==> config.mk <==
export PLATFORM = sky130hd
export DESIGN_NAME = wieg_regelaar
export DESIGN_NICKNAME = d
export VERILOG_FILES = /design/src/rtl/wieg_regelaar.sv
export SDC_FILE = /design/constraint.sdc
export NUM_CORES = 1
export LEC_CHECK = 0
export ABC_AREA = 0
export ABC_CLOCK_PERIOD_IN_PS = 2200
export BUFFER_PORTS_ARGS = -buffer_cell sky130_fd_sc_hd__buf_4
export CORE_MARGIN = 10
export CORE_UTILIZATION = 35
export CTS_CLUSTER_SIZE = 24
export DETAILED_ROUTE_END_ITERATION = 8
export GPL_ROUTABILITY_DRIVEN = 0
export PLACE_DENSITY = 0.62
export SYNTH_ARGS = -nofsm -noshare
export SYNTH_HDL_FRONTEND = slang
export SYNTH_SLANG_ARGS = --single-unit
==> constraint.sdc <==
create_clock -name clk -period 2.2 [get_ports clk]
set_clock_uncertainty 0.05 [all_clocks]
set_input_delay 0.11 -clock clk [delete_from_list [all_inputs] [get_ports clk]]
set_output_delay 0.11 -clock clk [all_outputs]
set_load 0.005 [all_outputs]
==> src/rtl/wieg_regelaar.sv <==
// -----------------------------------------------------------------------------
// wieg_regelaar - cradle rocking controller driven by a heart-rate stress
// detector.
//
// The detector announces a stable measurement with gelijk_puls and tells
// whether stress improved (gedaald) or worsened (error). This block keeps an
// intensity level ("stand"), swings the cradle motor left/right with a
// half-period that shortens as the stand rises, pauses after every stand
// change so the baby can settle, and raises an alarm when stress keeps rising
// at maximum intensity.
//
// Ports:
//   clk          in   system clock
//   reset        in   asynchronous active-high reset
//   tick         in   slow time-base enable, one clk wide
//   start        in   begin rocking (level, only honoured while off)
//   stop         in   stop rocking from any state (wins over start)
//   gelijk_puls  in   stable-measurement pulse from detector (asynchronous)
//   gedaald      in   stress improved flag (asynchronous)
//   error        in   stress worsened flag (asynchronous)
//   stand        out  current intensity level
//   motor_links  out  drive motor toward the left
//   motor_rechts out  drive motor toward the right
//   klaar        out  one-clk pulse when the baby is calm and rocking ends
//   alarm        out  high while in the alarm state
// -----------------------------------------------------------------------------
module wieg_regelaar #(
  parameter int MAX_STAND    = 7,
  parameter int START_STAND  = 3,
  parameter int HALF_BASE    = 20,
  parameter int SETTLE_TICKS = 16,
  parameter int MAX_FOUT     = 3
) (
  input  logic       clk,
  input  logic       reset,
  input  logic       tick,
  input  logic       start,
  input  logic       stop,
  input  logic       gelijk_puls,
  input  logic       gedaald,
  input  logic       error,
  output logic [2:0] stand,
  output logic       motor_links,
  output logic       motor_rechts,
  output logic       klaar,
  output logic       alarm
);

  localparam int HW = $clog2(HALF_BASE + 1);
  localparam int SW = $clog2(SETTLE_TICKS + 1);
  localparam int FW = $clog2(MAX_FOUT + 1);

  localparam logic [2:0]    STAND_MAX   = 3'(MAX_STAND);
  localparam logic [2:0]    STAND_INIT  = 3'(START_STAND);
  localparam logic [HW-1:0] HALF_B      = HW'(HALF_BASE);
  localparam logic [SW-1:0] SETTLE_LAST = SW'(SETTLE_TICKS - 1);
  localparam logic [FW-1:0] FOUT_MAX    = FW'(MAX_FOUT);
  localparam logic [FW-1:0] FOUT_LAST   = FW'(MAX_FOUT - 1);

  typedef enum logic [1:0] {
    ST_UIT    = 2'd0,
    ST_WIEGEN = 2'd1,
    ST_PAUZE  = 2'd2,
    ST_ALARM  = 2'd3
  } state_t;

  // Synchroniser flops (meta + stable stage) and edge-detect history.
  logic r_gp_m, r_gp_s, r_gp_d;
  logic r_ge_m, r_ge_s;
  logic r_er_m, r_er_s;

  state_t        r_state;
  logic [2:0]    r_stand;
  logic [FW-1:0] r_fout;
  logic [SW-1:0] r_settle;
  logic [HW-1:0] r_half;
  logic [HW-1:0] r_phase;
  logic          r_dir;    // 0 = left half, 1 = right half
  logic          r_dead;   // one-clk gap after a direction change
  logic          r_ml, r_mr, r_klaar, r_alarm;

  logic          w_event, w_worse, w_better;
  logic          w_swing, w_phase_end, w_settle_end;
  logic [HW-1:0] w_half_next;

  assign w_event      = r_gp_s & ~r_gp_d;
  assign w_worse      = r_er_s;              // error wins over gedaald
  assign w_better     = ~r_er_s & r_ge_s;
  assign w_swing      = (r_state == ST_WIEGEN) | (r_state == ST_PAUZE);
  assign w_phase_end  = tick & (r_phase == (r_half - HW'(1'b1)));
  assign w_settle_end = (r_settle == SETTLE_LAST);
  assign w_half_next  = HALF_B - HW'({r_stand, 1'b0});

  // Two-flop synchronisers for the detector inputs plus edge history.
  always_ff @(posedge clk or posedge reset) begin
    if (reset) begin
      r_gp_m <= 1'b0;
      r_gp_s <= 1'b0;
      r_gp_d <= 1'b0;
      r_ge_m <= 1'b0;
      r_ge_s <= 1'b0;
      r_er_m <= 1'b0;
      r_er_s <= 1'b0;
    end else begin
      r_gp_m <= gelijk_puls;
      r_gp_s <= r_gp_m;
      r_gp_d <= r_gp_s;
      r_ge_m <= gedaald;
      r_ge_s <= r_ge_m;
      r_er_m <= error;
      r_er_s <= r_er_m;
    end
  end

  // Control FSM, swing generator and registered outputs.
  always_ff @(posedge clk or posedge reset) begin
    if (reset) begin
      r_state  <= ST_UIT;
      r_stand  <= 3'd0;
      r_fout   <= {FW{1'b0}};
      r_settle <= {SW{1'b0}};
      r_half   <= {HW{1'b0}};
      r_phase  <= {HW{1'b0}};
      r_dir    <= 1'b0;
      r_dead   <= 1'b0;
      r_ml     <= 1'b0;
      r_mr     <= 1'b0;
      r_klaar  <= 1'b0;
      r_alarm  <= 1'b0;
    end else begin
      r_klaar <= 1'b0;

      // Swing: the half-period length is only reloaded at a boundary, so a
      // stand change never truncates the half that is running.
      if (w_swing) begin
        if (w_phase_end) begin
          r_phase <= {HW{1'b0}};
          r_dir   <= ~r_dir;
          r_dead  <= 1'b1;
          r_ml    <= 1'b0;
          r_mr    <= 1'b0;
          r_half  <= w_half_next;
        end else begin
          if (tick) begin
            r_phase <= r_phase + HW'(1'b1);
          end
          if (r_dead) begin
            r_dead <= 1'b0;
            r_ml   <= ~r_dir;
            r_mr   <= r_dir;
          end
        end
      end

      // State transitions; motor writes here override the swing above.
      if (stop) begin
        r_state  <= ST_UIT;
        r_stand  <= 3'd0;
        r_fout   <= {FW{1'b0}};
        r_settle <= {SW{1'b0}};
        r_phase  <= {HW{1'b0}};
        r_dir    <= 1'b0;
        r_dead   <= 1'b0;
        r_ml     <= 1'b0;
        r_mr     <= 1'b0;
        r_alarm  <= 1'b0;
      end else begin
        case (r_state)
          ST_UIT: begin
            if (start) begin
              r_state <= ST_WIEGEN;
              r_stand <= STAND_INIT;
              r_fout  <= {FW{1'b0}};
              r_phase <= {HW{1'b0}};
              r_dir   <= 1'b0;
              r_dead  <= 1'b0;
              r_half  <= HALF_B - HW'({STAND_INIT, 1'b0});
              r_ml    <= 1'b1;
              r_mr    <= 1'b0;
            end
          end
          ST_WIEGEN: begin
            if (w_event) begin
              if (w_worse) begin
                if (r_stand < STAND_MAX) begin
                  r_stand  <= r_stand + 3'd1;
                  r_fout   <= {FW{1'b0}};
                  r_settle <= {SW{1'b0}};
                  r_state  <= ST_PAUZE;
                end else if (r_fout >= FOUT_LAST) begin
                  // fout saturates here; only stop or reset clear it
                  r_fout  <= FOUT_MAX;
                  r_alarm <= 1'b1;
                  r_ml    <= 1'b0;
                  r_mr    <= 1'b0;
                  r_state <= ST_ALARM;
                end else begin
                  r_fout   <= r_fout + FW'(1'b1);
                  r_settle <= {SW{1'b0}};
                  r_state  <= ST_PAUZE;
                end
              end else if (w_better) begin
                if (r_stand != 3'd0) begin
                  r_stand  <= r_stand - 3'd1;
                  r_fout   <= {FW{1'b0}};
                  r_settle <= {SW{1'b0}};
                  r_state  <= ST_PAUZE;
                end else begin
                  r_klaar <= 1'b1;
                  r_ml    <= 1'b0;
                  r_mr    <= 1'b0;
                  r_state <= ST_UIT;
                end
              end else begin
                r_fout <= {FW{1'b0}};
              end
            end
          end
          ST_PAUZE: begin
            // events are simply not looked at here, so they are dropped
            if (tick) begin
              if (w_settle_end) begin
                r_settle <= {SW{1'b0}};
                r_state  <= ST_WIEGEN;
              end else begin
                r_settle <= r_settle + SW'(1'b1);
              end
            end
          end
          ST_ALARM: begin
            r_alarm <= 1'b1;
            r_ml    <= 1'b0;
            r_mr    <= 1'b0;
          end
          default: begin
            r_state <= ST_UIT;
            r_ml    <= 1'b0;
            r_mr    <= 1'b0;
            r_alarm <= 1'b0;
          end
        endcase
      end
    end
  end

  assign stand        = r_stand;
  assign motor_links  = r_ml;
  assign motor_rechts = r_mr;
  assign klaar        = r_klaar;
  assign alarm        = r_alarm;

endmodule

==> impl_metrics.tcl, run 1 <==
set metrics [dict create \
    n_fill_cell 534 \
    slew_headroom 0.692 \
    dp_hpwl_um 3040 \
    synth_edf_count 0 \
    period_share 0.918 \
    tns_ns 0 \
    cp_max_fo 8 \
    final_common_cell "dfrtp_1" \
    syn_area_per_cell_um2 9.70 \
    die_h_um 94.5 \
    wirelength_um 4110 \
    worstPathArrival_ns 2.15 \
    io_buffers 14 \
    holdCritPathClass "input pin to register" \
    antenna_left 0 \
    slew_viol_final 0 \
    final_cells 302 \
    clockBufferDepth 2 \
    worst_pin_slew_ns 0.462 \
    drive_above_1_share 0.165 \
    path_cells "inv_1, ha_1, xnor2_1, a211oi_2, o311a_1, a21oi_1, a211o_1" \
    pwr-share-comb 0.395 \
    grt_pass1_wl_um 7340 \
    rows 27 \
    via_per_inst 4.96 \
    p_leak_uw 0.00106 \
    ctsHtreeMaxLevel 2 \
    yosysSeqAreaShare 0.451 \
    rsz0062_at_grt "no" \
    yosysWarnings 0 \
    fin_crit_ns 2.02 \
    ios 15 \
    max_freq_mhz 495 \
    antenna_found_initial 0 \
    synth_fa_ha_area_frac 0.0683 \
    cts_num_sinks 35 \
    clockRootBuffer "clkbuf_8" \
    area_growth_syn_to_layout_pct 19.9 \
    synthSimpleGateAreaFrac 0.196 \
    start_util 0.357 \
    critPathRequiredTime_ns 2.33 \
    p_seq_frac 0.366 \
    synth_top_family_by_area "simple AND/OR/NAND/NOR gates" \
    synth_mux_area_frac 0.0374 \
    clk_latency_ns 0.30 \
    first_pass_iters 4 \
    hold_viol 0 \
    synthXorXnorAreaFrac 0.0496 \
    seq_area_um2 876 \
    numCtsBuffers 5 \
    pwr-share-clk 0.239 \
    dr_total_vias 1499 \
    fin_nets 247 \
    drtIter0Drc 46 \
    wl_per_cell_um 13.6 \
    crit_slowest_cell "dfrtp_1" \
    cts_tree "done" \
    synth-main-ff-cell "dfrtp_1" \
    syn-num-nets 218 \
    dieArea_um2 8920 \
    setup_viol 0 \
    swShare 0.372 \
    synthDistinctLibCells 45 \
    n_antenna_cell 0 \
    status "finished clean" \
    grt_pass1_vias 1512 \
    switching_power_uw 788 \
    netlist_instances 200 \
    synth_compound_area_frac 0.159 \
    vdd_ir_drop_max_uv 451 \
    p_int_uw 1330 \
    grt_use_total 0.103 \
    power_density_nw_per_um2 911 \
    crit_path_start_kind "register" \
    multi_input_area_um2 1000 \
    grt_max_degree 36 \
    end_kind "register" \
    async_reset_ff_frac 1.00 \
    layout_common_cells "dfrtp_1 (35), buf_4 (22), a21oi_1 (19)" \
    core_area_um2 5440 \
    synth-seq-cells 35 \
    gr-total-overflow 0 \
    remaining_drc_errors 0 \
    critical_path_class "register to register" \
    max_stage_delay_ns 0.38 \
    cts.reportedPaths.clkPinSlew_ns 0.08 \
    drv_cap 0 \
    synth_area_um2 1940 \
    place_inst 289 \
    die_w_um 94.5 \
]
-- sequential cells by signal (all words and copies together), names as in the netlist, 2 cells and up --
register,cells
r_state,2
r_fout,2
r_phase,5
r_settle,5
stand,3
r_half,5
-- synth_stat cells, drive strengths merged (2+ instances only) --
cell | n | area share
a21oi | 19 | 0.049
and2 | 2 | 0.0064
and3 | 2 | 0.0064
buf | 3 | 0.0090
dfrtp | 35 | 0.45
ha | 9 | 0.058
inv | 14 | 0.027
mux2 | 2 | 0.012
mux2i | 5 | 0.026
nand2 | 13 | 0.025
nand2b | 6 | 0.019
nand3 | 6 | 0.015
nand3b | 2 | 0.0077
nand4 | 3 | 0.0097
nor2 | 12 | 0.023
nor2b | 6 | 0.019
nor3 | 9 | 0.026
nor4bb | 2 | 0.010
o21a | 2 | 0.0077
o21ai | 13 | 0.034
o22ai | 3 | 0.0097
or3 | 2 | 0.0064
xnor2 | 3 | 0.014
xor2 | 8 | 0.036
-- timing repair --
item | 4_1_cts | 5_1_grt
endpoints found under the setup margin | 0 | 6
gates resized for setup | 0 | 2
hold buffers | 4 | 0
endpoints found under the hold margin | 38 | 0
setup buffers | 0 | 1
-- cells by family (layout without fill, tap and decap cells) --
family | count (synthesis) | in the layout
buf+inv | 18 | 48
compound gates | 49 | 49
simple gates | 70 | 70
mux | 7 | 7
flops | 35 | 35
fa+ha+maj | 10 | 10
xor+xnor | 11 | 11
-- worst max-delay path, delay by kind of cell, from the launching register on --
| family | cells | cell delay [ns] |
|---|---|---|
| compound gates | 4 | 0.97 |
| flops | 1 | 0.38 |
| fa+ha+maj | 1 | 0.30 |
| xor+xnor | 1 | 0.13 |
| buf+inv | 1 | 0.07 |
-- worst paths after layout --
kind	from	end	slack [ns]	depth (start not counted)
max reg2reg	r_half[0]	r_half[1]	0.18	7
min in group asynchronous	reset	stand[0]	0.43	4
min	stop	alarm	0.04	2
min reg2reg	r_er_m	r_er_s	0.30	0
max	r_half[0]	r_half[1]	0.18	7
max in group asynchronous	reset	stand[2]	1.35	4
-- metrics by stage --
step                total power [uW]  hold WS, ns  instance area, um^2   util  setup WS, ns
global placement                1590        0.169                 2170  0.398        0.0641
CTS                             2120       0.0295                 2310  0.424        0.0331
floorplan                       1330       0.0914                 1940      -         0.335
detailed placement              1600        0.171                 2170  0.398        0.0519
finish                          2120       0.0390                 2330  0.428         0.180
global route                    2300       0.0393                 2330  0.428       0.00807
-- power groups by stage --
stage | combinational [uW] | clock [uW] | sequential (uW)
floorplan | 533 | 0 | 793
global placement | 804 | 0 | 786
detailed placement | 811 | 0 | 788
CTS | 822 | 526 | 777
global route | 946 | 558 | 791
finish | 838 | 506 | 776
-- per-layer routing --
layer  wire (um)  track usage  share of wire  vias up
li1            -            -              -      762
met1        1990        0.128           0.48      712
met2        1920        0.161           0.47       16
met3          93       0.0278          0.023        9
met4          99       0.0536          0.024        0
met5           0            0              0        -
-- layout make-up --
type                       instances  share of cell area
clock inverter                     2             0.00699
clock buffer                       6              0.0355
timing repair buffer              26              0.0882
multi-input combinational        147               0.431
inverter                          14              0.0226
sequential                        35               0.377
tap                               72              0.0387
Note: power is estimated with default switching activity, not from simulation.
==> inputs of run 2 (changes only) <==
- GPL_TIMING_DRIVEN: unset -> 0
==> run 2 against run 1 <==
First-iteration DRC count rose by 48%. Clock power up 4%. Via count rose by 1.2%.
==> impl_metrics.tcl, run 2 (same netlist as run 1, synthesis figures left out) <==
set metrics [dict create \
    worst_r2r_path_depth 7 \
    wirelength_um 4150 \
    worst_pin_slew_ns 0.725 \
    rows 27 \
    grt_pass1_wl_um 7020 \
    drtIter0Drc 68 \
    slew_viol_final 0 \
    ios 15 \
    dr_total_vias 1517 \
    numCtsBuffers 5 \
    worstPathArrival_ns 2.28 \
    dp_slack_ns 0.0855 \
    slew_headroom 0.516 \
    clk_latency_ns 0.29 \
    hold_end "stand[2]" \
    cp_max_fo 6 \
    final_common_cell "dfrtp_1" \
    min_from "stop" \
    die_h_um 94.5 \
    path_cells "inv_1, ha_1, xnor2_1, a211oi_2, o311ai_4, or3_1, a21oi_1" \
    fin_nets 244 \
    n_antenna_cell 0 \
    rr_startpoint "r_half[0]" \
    power_density_nw_per_um2 907 \
    r2r_setup_slack_ns 0.09 \
    setup_ws_ns 0.0862 \
    area_growth_syn_to_layout_pct 19.5 \
    drive_above_1_share 0.167 \
    layout_common_cells "dfrtp_1 (35), a21oi_1 (19), buf_4 (17)" \
    power.total_uw 2100 \
    drv_cap 0 \
    die_w_um 94.5 \
    dieArea_um2 8920 \
    antenna_found_initial 0 \
    vdd_ir_drop_max_uv 410 \
    wl_per_cell_um 13.9 \
    remaining_drc_errors 0 \
    fin_crit_ns 2.11 \
    setup_viol 0 \
    via_per_inst 5.07 \
    max_freq_mhz 473 \
    p_leak_uw 0.00104 \
    grt_max_degree 36 \
    critPathRequiredTime_ns 2.36 \
    cts_tree "done" \
    r2r_end "r_dir" \
    timing.hold.ws_ns 0.104 \
    clockBufferDepth 2 \
    holdPathStages 4 \
    grt_pass1_vias 1489 \
    first_pass_iters 4 \
    place_inst 286 \
    hold_viol 0 \
    status "finished clean" \
    largestRegisters "r_half: 5 flops, r_phase: 5 flops, r_settle: 5 flops" \
    cts.reportedPaths.clkPinSlew_ns 0.08 \
    critical_path_class "register to register" \
    start_util 0.357 \
    core_area_um2 5440 \
    n_fill_cell 544 \
    gr-total-overflow 0 \
    fin_area_um2 2320 \
    clockRootBuffer "clkbuf_8" \
    dp_hpwl_um 2900 \
    period_share 0.961 \
    final_cells 299 \
    cts_num_sinks 35 \
    crit_path_start_kind "register" \
    place_area_um2 2140 \
    end_kind "register" \
    ctsHtreeMaxLevel 2 \
    max_stage_delay_ns 0.39 \
    crit_slowest_cell "dfrtp_1" \
    io_buffers 14 \
    holdCritPathClass "input pin to register" \
    grt_use_total 0.0971 \
    antenna_left 0 \
]
## run 2: cell types whose count changed in the layout (fill, tap and decap cells not counted), sizes merged
cell      before  now
clkbuf         6    8
buf           22   19
clkinvlp       1    0
clkinv         1    0
## run 2: routing by layer
metal	up-vias	GRT usage	part of all wire
met5	-	0	0
met4	0	0.0299	0.0096
met3	5	0.0309	0.035
met2	18	0.159	0.48
met1	739	0.119	0.47
li1	755	-	-
## run 2: final cells by class
cell class                 count  area [um^2]  area share
buffer                         3         17.5     0.00755
clock buffer                   8          100      0.0432
inverter                      14         52.6      0.0227
multi-input combinational    147         1020       0.441
sequential                    35          876       0.378
tap                           72         90.1      0.0388
timing repair buffer          20          160      0.0690
## run 2: worst max path at each step
stage / startpoint / endpoint / cells after the start
floorplan: r_half[0] / r_dir / 7
global placement: r_state[1] / r_settle[0] / 7
detailed placement: r_state[1] / r_settle[0] / 7
CTS: r_state[1] / r_settle[0] / 7
global route: r_half[0] / r_dir / 7
finish: r_half[0] / r_dir / 7
## run 2: through the flow
stage          TNS [ns]  utilization
6_report              0        0.427
5_1_grt         -0.0517        0.427
4_1_cts               0        0.417
3_5_place_dp          0        0.393
3_3_place_gp          0        0.393
2_1_floorplan         0            -
## run 2: repair_timing
action                                 in CTS  in global routing
setup buffers                               0                  2
hold buffers                                3                  1
gates resized for setup                     0                  6
endpoints found under the hold margin       3                 35
setup endpoints to repair                   0                 14
## run 2: power by group
part | leakage [uW] | total (uW) | switching (uW) | internal, uW
Clock | 0.0000515 | 525 | 239 | 286
Sequential | 0.000450 | 797 | 85.5 | 711
Combinational | 0.000539 | 782 | 446 | 336
## run 2: critical path, delay by kind of cell, from the launching register on
kind / cells / cell delay, ns
DFF: 1 / 0.39
and+or+nand+nor: 1 / 0.39
xor gates and xnor gates: 1 / 0.15
AOI/OAI and AO/OA: 3 / 0.67
buffers and inverters: 1 / 0.08
adders and majority gates: 1 / 0.30
